## src/rtl/hw_io_pkg.sv

```systemverilog
// Register map and STATUS field layout shared by the I/O port and its users.
package hw_io_pkg;

    localparam int unsigned IO_ADDR_W = 4;

    localparam logic [IO_ADDR_W-1:0] REG_DATA   = 4'd0;
    localparam logic [IO_ADDR_W-1:0] REG_STATUS = 4'd1;
    localparam int unsigned          REG_DISP_BASE = 2;

    // Bit of the STATUS write data that clears the sticky overflow flag.
    localparam int unsigned STATUS_CLR_OVF_BIT = 0;

    // The STATUS count field occupies bits [clog2(depth):0].
    function automatic int unsigned status_cnt_w(input int unsigned depth);
        return $clog2(depth) + 1;
    endfunction

    // The full flag sits directly above the count field.
    function automatic int unsigned status_full_pos(input int unsigned depth);
        return status_cnt_w(depth);
    endfunction

    // The overflow flag sits directly above the full flag.
    function automatic int unsigned status_ovf_pos(input int unsigned depth);
        return status_cnt_w(depth) + 1;
    endfunction

endpackage

```

## src/rtl/io_fifo.sv

```systemverilog
// Synchronous FIFO for captured switch words. A push on a full FIFO is accepted
// only when a pop happens in the same cycle; a pop on an empty FIFO is ignored.
module io_fifo #(
    parameter int unsigned W     = 16,
    parameter int unsigned DEPTH = 4
) (
    input  logic                   i_clk,
    input  logic                   i_rst_n,
    input  logic                   i_push,
    input  logic [W-1:0]           i_data,
    input  logic                   i_pop,
    output logic [W-1:0]           o_head_c,
    output logic [$clog2(DEPTH):0] o_count,
    output logic                   o_full,
    output logic                   o_empty
);

    localparam int unsigned AW = $clog2(DEPTH);
    localparam int unsigned CW = AW + 1;

    logic [W-1:0]  r_mem [DEPTH];
    logic [AW-1:0] r_wr_ptr;
    logic [AW-1:0] r_rd_ptr;
    logic [CW-1:0] r_count;
    logic          r_full;
    logic          r_empty;

    logic          w_push;
    logic          w_pop;
    logic [CW-1:0] w_count_nxt;

    // Qualify requests against occupancy and compute the next fill level.
    always_comb begin
        w_push      = i_push && (!r_full || i_pop);
        w_pop       = i_pop && !r_empty;
        w_count_nxt = r_count;
        if (w_push && !w_pop) begin
            w_count_nxt = r_count + CW'(1);
        end else if (!w_push && w_pop) begin
            w_count_nxt = r_count - CW'(1);
        end
    end

    // Storage, wrapping pointers and registered occupancy flags.
    always_ff @(posedge i_clk or negedge i_rst_n) begin
        if (!i_rst_n) begin
            for (int unsigned i = 0; i < DEPTH; i++) begin
                r_mem[i] <= '0;
            end
            r_wr_ptr <= '0;
            r_rd_ptr <= '0;
            r_count  <= '0;
            r_full   <= 1'b0;
            r_empty  <= 1'b1;
        end else begin
            if (w_push) begin
                r_mem[r_wr_ptr] <= i_data;
                r_wr_ptr        <= r_wr_ptr + AW'(1);
            end
            if (w_pop) begin
                r_rd_ptr <= r_rd_ptr + AW'(1);
            end
            r_count <= w_count_nxt;
            r_full  <= (w_count_nxt == CW'(DEPTH));
            r_empty <= (w_count_nxt == '0);
        end
    end

    assign o_head_c = r_mem[r_rd_ptr];
    assign o_count  = r_count;
    assign o_full   = r_full;
    assign o_empty  = r_empty;

endmodule

```

## src/rtl/hw_io_port.sv

```systemverilog
// Memory-mapped switch/display port for the 16-bit multicycle core.
// Optional strobe debounce filter: define HW_IO_DEBOUNCE_EN.
module hw_io_port
    import hw_io_pkg::*;
#(
    parameter int unsigned DATA_W          = 16,
    parameter int unsigned FIFO_DEPTH      = 4,
    parameter int unsigned DISPLAYS        = 2,
    parameter int unsigned STROBE_BIT      = 5,
    parameter int unsigned DEBOUNCE_CYCLES = 16
) (
    input  logic                         Clock,
    input  logic                         ResetButton,
    input  logic [DATA_W-1:0]            HardwareInput,
    input  logic [IO_ADDR_W-1:0]         io_addr,
    input  logic                         io_rd,
    input  logic                         io_wr,
    input  logic [DATA_W-1:0]            io_wdata,
    output logic [DATA_W-1:0]            io_rdata,
    output logic                         InputRecv,
    output logic [DISPLAYS*DATA_W-1:0]   DisplayOutput
);

    localparam int unsigned CNT_W    = status_cnt_w(FIFO_DEPTH);
    localparam int unsigned FULL_POS = status_full_pos(FIFO_DEPTH);
    localparam int unsigned OVF_POS  = status_ovf_pos(FIFO_DEPTH);
    localparam logic [DATA_W-1:0] STROBE_MASK = DATA_W'(1) << STROBE_BIT;

    logic [DATA_W-1:0] r_sync1;
    logic [DATA_W-1:0] r_sync2;
    logic [1:0]        r_settle;
    logic              r_armed;
    logic              r_strobe_prev;
    logic              r_cap_vld;
    logic [DATA_W-1:0] r_cap_data;
    logic              r_ovf;
    logic [DATA_W-1:0] r_rdata;
    logic [DATA_W-1:0] r_disp [DISPLAYS];

    logic              w_strobe_lvl;
    logic              w_pop;
    logic              w_clr_ovf;
    logic              w_drop;
    logic [DATA_W-1:0] w_head;
    logic [CNT_W-1:0]  w_count;
    logic              w_full;
    logic              w_empty;
    logic [DATA_W-1:0] w_status;
    logic [DATA_W-1:0] w_rdata_c;

    // Two-flop synchroniser for the raw switch bank.
    always_ff @(posedge Clock or negedge ResetButton) begin
        if (!ResetButton) begin
            r_sync1 <= '0;
            r_sync2 <= '0;
        end else begin
            r_sync1 <= HardwareInput;
            r_sync2 <= r_sync1;
        end
    end

`ifdef HW_IO_DEBOUNCE_EN
    localparam int unsigned DB_CW = $clog2(DEBOUNCE_CYCLES + 1);

    logic [DB_CW-1:0] r_db_cnt;
    logic             r_db_lvl;

    // Filtered strobe follows the synchronised one after DEBOUNCE_CYCLES stable cycles.
    always_ff @(posedge Clock or negedge ResetButton) begin
        if (!ResetButton) begin
            r_db_cnt <= '0;
            r_db_lvl <= 1'b0;
        end else if (r_sync2[STROBE_BIT] != r_db_lvl) begin
            if (r_db_cnt == DB_CW'(DEBOUNCE_CYCLES - 1)) begin
                r_db_lvl <= r_sync2[STROBE_BIT];
                r_db_cnt <= '0;
            end else begin
                r_db_cnt <= r_db_cnt + DB_CW'(1);
            end
        end else begin
            r_db_cnt <= '0;
        end
    end

    assign w_strobe_lvl = r_db_lvl;
`else
    // Filter bypassed; the debounce length only matters in the filtered build.
    assign w_strobe_lvl = r_sync2[STROBE_BIT] | (1'b0 & 1'(DEBOUNCE_CYCLES));
`endif

    // Captures are armed only once the strobe has been seen low after reset,
    // so a strobe switch left high across reset does not produce a capture.
    always_ff @(posedge Clock or negedge ResetButton) begin
        if (!ResetButton) begin
            r_settle <= '0;
            r_armed  <= 1'b0;
        end else if (r_settle != 2'd2) begin
            r_settle <= r_settle + 2'd1;
        end else if (!r_sync2[STROBE_BIT]) begin
            r_armed <= 1'b1;
        end
    end

    // Rising-edge detect on the strobe; the captured word is staged one cycle.
    always_ff @(posedge Clock or negedge ResetButton) begin
        if (!ResetButton) begin
            r_strobe_prev <= 1'b0;
            r_cap_vld     <= 1'b0;
            r_cap_data    <= '0;
        end else begin
            r_strobe_prev <= w_strobe_lvl;
            r_cap_vld     <= w_strobe_lvl && !r_strobe_prev && r_armed;
            r_cap_data    <= r_sync2 & ~STROBE_MASK;
        end
    end

    io_fifo #(
        .W     (DATA_W),
        .DEPTH (FIFO_DEPTH)
    ) u_fifo (
        .i_clk    (Clock),
        .i_rst_n  (ResetButton),
        .i_push   (r_cap_vld),
        .i_data   (r_cap_data),
        .i_pop    (w_pop),
        .o_head_c (w_head),
        .o_count  (w_count),
        .o_full   (w_full),
        .o_empty  (w_empty)
    );

    // Register window decode and read-data selection.
    always_comb begin
        w_pop     = io_rd && (io_addr == REG_DATA);
        w_clr_ovf = io_wr && (io_addr == REG_STATUS) && io_wdata[STATUS_CLR_OVF_BIT];
        w_drop    = r_cap_vld && w_full && !w_pop;

        w_status              = '0;
        w_status[CNT_W-1:0]   = w_count;
        w_status[FULL_POS]    = w_full;
        w_status[OVF_POS]     = r_ovf;

        w_rdata_c = '0;
        if (io_addr == REG_DATA) begin
            w_rdata_c = w_empty ? '0 : w_head;
        end
        if (io_addr == REG_STATUS) begin
            w_rdata_c = w_status;
        end
        for (int unsigned n = 0; n < DISPLAYS; n++) begin
            if (io_addr == IO_ADDR_W'(REG_DISP_BASE + n)) begin
                w_rdata_c = r_disp[n];
            end
        end
    end

    // Sticky overflow: a drop in the same cycle as a clear leaves it set.
    always_ff @(posedge Clock or negedge ResetButton) begin
        if (!ResetButton) begin
            r_ovf <= 1'b0;
        end else if (w_drop) begin
            r_ovf <= 1'b1;
        end else if (w_clr_ovf) begin
            r_ovf <= 1'b0;
        end
    end

    // Read data register, updated only by a read request.
    always_ff @(posedge Clock or negedge ResetButton) begin
        if (!ResetButton) begin
            r_rdata <= '0;
        end else if (io_rd) begin
            r_rdata <= w_rdata_c;
        end
    end

    // Display registers loaded by writes to their window slots.
    always_ff @(posedge Clock or negedge ResetButton) begin
        if (!ResetButton) begin
            for (int unsigned n = 0; n < DISPLAYS; n++) begin
                r_disp[n] <= '0;
            end
        end else if (io_wr) begin
            for (int unsigned n = 0; n < DISPLAYS; n++) begin
                if (io_addr == IO_ADDR_W'(REG_DISP_BASE + n)) begin
                    r_disp[n] <= io_wdata;
                end
            end
        end
    end

    for (genvar g = 0; g < DISPLAYS; g++) begin : g_disp_out
        assign DisplayOutput[g*DATA_W +: DATA_W] = r_disp[g];
    end

    assign io_rdata  = r_rdata;
    assign InputRecv = !w_empty;

endmodule

```

## config.mk

```make
export PLATFORM = sky130hd
export DESIGN_NAME = hw_io_port
export DESIGN_NICKNAME = d
export VERILOG_FILES = /design/src/rtl/hw_io_pkg.sv /design/src/rtl/io_fifo.sv /design/src/rtl/hw_io_port.sv
export SDC_FILE = /design/constraint.sdc
export NUM_CORES = 1
export LEC_CHECK = 0
export BUFFER_PORTS_ARGS = -buffer_cell sky130_fd_sc_hd__buf_4
export CAP_MARGIN = 30
export CORE_ASPECT_RATIO = 1.25
export CORE_UTILIZATION = 51
export DETAILED_ROUTE_END_ITERATION = 12
export GPL_ROUTABILITY_DRIVEN = 0
export GPL_TIMING_DRIVEN = 0
export PLACE_DENSITY_LB_ADDON = 0.12
export SYNTH_ARGS = -nofsm -noshare
export SYNTH_HDL_FRONTEND = slang
export SYNTH_HIERARCHICAL = 1
export SYNTH_SLANG_ARGS = --single-unit
```

## constraint.sdc

```tcl
create_clock -name Clock -period 4.14 [get_ports Clock]
set_input_delay 0.621 -clock Clock [delete_from_list [all_inputs] [get_ports Clock]]
set_output_delay 0.621 -clock Clock [all_outputs]
set_load 0.01 [all_outputs]
```

==> flow_metrics.tcl <==
set metrics [dict create \
    drc 1 \
    globalRoute.totalOverflow 0 \
    clkTransAtPathRegs_ps 70 \
    hold_path_class "primary input to asynchronous set/reset pin" \
    worst_slew_pin_slew_ps 659 \
    whs_ps 106 \
    crit_path_end_kind "flip-flop" \
    ys_types 48 \
    violations "design-rule violations" \
    worst-setup-path-type "primary input to flip-flop" \
    vias 4056 \
    p_per_area_nw_per_um2 646 \
    r2r-end "io_rdata[12]" \
    numCtsBuffers 17 \
    synth_edf_count 0 \
    drive_above_1_share_pct 47.6 \
    routed_wl_mm 13.5 \
    die_area_um2 14600 \
    hold_viol_final 0 \
    cts-hold-fix-buffers 0 \
    final_cells 742 \
    wl_per_cell_um 18.2 \
    fillers 1028 \
    die_height_um 135 \
    ioPinCount 89 \
    tritoncts "yes" \
    coreArea_um2 13800 \
    fmax_mhz 373 \
    ir_worst_vdd_mv 0.316 \
    dominantRegCellSynth "dfrtp_1" \
    timing.rr.start "u_fifo/r_rd_ptr[0]" \
    synth_area_um2 7180 \
    p_leak_nw 3.94 \
    rsz0062_at_grt "no" \
    multi_input_area_um2 2580 \
    area_growth_pct 20.8 \
    hpwlAfterDp_mm 9.21 \
    dr.pass1.iters 8 \
    status "finished, violations left" \
    reg2reg_depth 5 \
    cts_setup_buffers 0 \
    grt_pass1_vias 4214 \
    first_iter_violations 139 \
    die_x_um 108 \
    fin_skew_ps 9.59 \
    grt_use_total_pct 20.2 \
    diodes 0 \
    maxSlewViolCount 0 \
    fin_crit_ps 2680 \
    numPortBuffers 87 \
    fin_crit_sh_pct 64.8 \
    grt_pass1_wl_mm 22.3 \
    synth-seq-cells 174 \
    slew_headroom_pct 55.7 \
    clk_path_buf_depth 2 \
    dpl.cell_count 710 \
    antenna_found_initial 0 \
    critPathLaunchType "primary input" \
    clk_latency_ps 420 \
    crit_arrival_ps 2980 \
    h-tree-depth 4 \
    syn_area_per_cell_um2 16.2 \
    r2r_slack_ps 2180 \
    rows 48 \
    postRouteAntennaNets 0 \
    cp_max_fo 10 \
    utilization_pct 63.0 \
    total_power_mw 5.60 \
    synthArstFlopShare_pct 100 \
    tns_ps 0 \
    cp.required_ps 4440 \
    post_cts_resized 0 \
    seqCellArea_um2 4360 \
    cap_violations 0 \
    setup_viol 0 \
    clock-sinks 174 \
    synth-seq-area-share_pct 60.7 \
    synth_cells 444 \
    yosysWarnings 6 \
    vias_per_cell 5.47 \
    num-nets-final 601 \
    start_util_pct 52.2 \
    grt_max_degree 123 \
    clockRootBuffer "clkbuf_16" \
]
-- cell usage in the layout (no fill, tap or decap), drive strengths merged --
master,Yosys,final
a32o,1,1
nor2,4,4
a31oi,11,11
a222oi,1,1
clkinvlp,0,2
nand4,5,5
mux4,16,16
nor4bb,1,1
dfrtp,173,173
nor2b,1,1
o31ai,1,1
xnor2,5,5
o221ai,5,5
nand2b,2,2
or3b,2,2
a21oi,1,1
o21ai,15,15
nand2,11,11
o32ai,11,11
and2b,1,1
dfstp,1,1
inv,12,18
ha,7,7
clkbuf,7,24
a41oi,1,1
conb,1,4
mux2i,1,1
nand3,13,13
mux2,101,101
nor3,4,4
a21o,2,2
clkinv,0,7
a22oi,5,5
nor3b,3,3
buf,17,105
and2,2,2
-- report_power, final --
group / leakage (nW) / internal (mW) / total (mW) / switching [mW]
Combinational: 1.58 / 0.982 / 1.61 / 0.630
Sequential: 2.09 / 2.18 / 2.47 / 0.293
Clock: 0.276 / 0.800 / 1.52 / 0.718
-- synth_stat cells, types with 5 or more instances --
cell,n,area share (%)
nand2_1,7,0.37
ha_1,7,1.2
buf_2,7,0.49
a31oi_1,11,0.96
mux2_4,40,8.4
o32ai_2,5,1.1
clkbuf_1,7,0.37
a22oi_1,5,0.52
dfrtp_1,173,60
o221ai_1,5,0.61
buf_12,5,1.4
nand3_1,12,0.84
mux2_2,61,9.6
o32ai_1,6,0.73
mux4_2,16,5.0
nand4_1,5,0.44
inv_1,12,0.63
xnor2_1,5,0.61
o21ai_0,15,1.0
-- area by class of cell --
class | count | share of cell area (%)
clock inverter | 15 | 1.72
multi-input combinational | 237 | 29.8
clock buffer | 17 | 4.91
tap | 175 | 2.53
sequential | 174 | 50.2
buffer | 24 | 2.34
inverter | 12 | 0.520
timing repair buffer | 88 | 7.94
-- per-layer routing --
| metal | track usage [%] | up-vias | wire length, um |
|---|---|---|---|
| li1 | - | 1839 | - |
| met1 | 27.1 | 2108 | 6140 |
| met2 | 32.8 | 103 | 6700 |
| met3 | 4.54 | 6 | 550 |
| met4 | 6.39 | 0 | 111 |
| met5 | 0 | - | 0 |
-- worst max-delay path by stage --
stage | startpoint | endpoint | slack, ps | cells after the start
after floorplan | io_rd | u_fifo/r_mem[21] | 1350 | 10
after global placement | io_addr[3] | u_fifo/r_mem[12] | 1000 | 10
after detailed placement | io_addr[3] | u_fifo/r_mem[6] | 1040 | 10
after CTS | io_addr[3] | u_fifo/r_mem[42] | 1480 | 10
after global routing | io_addr[3] | u_fifo/r_mem[54] | 1290 | 10
final | io_addr[3] | u_fifo/r_mem[60] | 1460 | 10
-- critical path: stages --
cell      delay [ps]
buf_4            130
or3b_1           350
buf_2            180
nor3_1           530
nand2b_4         280
and2_4           160
buf_12           150
nand2_8           90
buf_12           170
mux2_4           300
-- metrics by stage --
stage / setup slack, ps / cell area (um^2)
2_1_floorplan: 1350 / 7190
3_3_place_gp: 1000 / 8060
3_5_place_dp: 1040 / 8100
4_1_cts: 1480 / 8670
5_1_grt: 1290 / 8670
6_report: 1460 / 8670
-- flip-flops by register name (all words and copies together), names as in the netlist --
name             cells
r_cap_data          15
io_rdata            16
r_strobe_prev        1
r_ovf                1
u_fifo/r_wr_ptr      2
u_fifo/r_rd_ptr      2
r_sync1             16
r_cap_vld            1
u_fifo/o_full        1
u_fifo/o_count       3
u_fifo/o_empty       1
r_settle             2
r_sync2             16
DisplayOutput       32
u_fifo/r_mem        64
r_armed              1
-- logic make-up (layout without fill, tap and decap cells) --
| logic type | count (synthesis) | after routing | synth area share, % |
|---|---|---|---|
| AOI/OAI and AO/OA | 54 | 54 | 5.79 |
| xor gates and xnor gates | 5 | 5 | 0.610 |
| adders and majority gates | 7 | 7 | 1.22 |
| buffers and inverters | 36 | 156 | 3.45 |
| DFF | 174 | 174 | 60.7 |
| muxes | 118 | 118 | 23.1 |
| other | 1 | 4 | 0.0523 |
| and+or+nand+nor | 49 | 49 | 5.09 |
No activity file was read; power rests on OpenSTA's default activity.
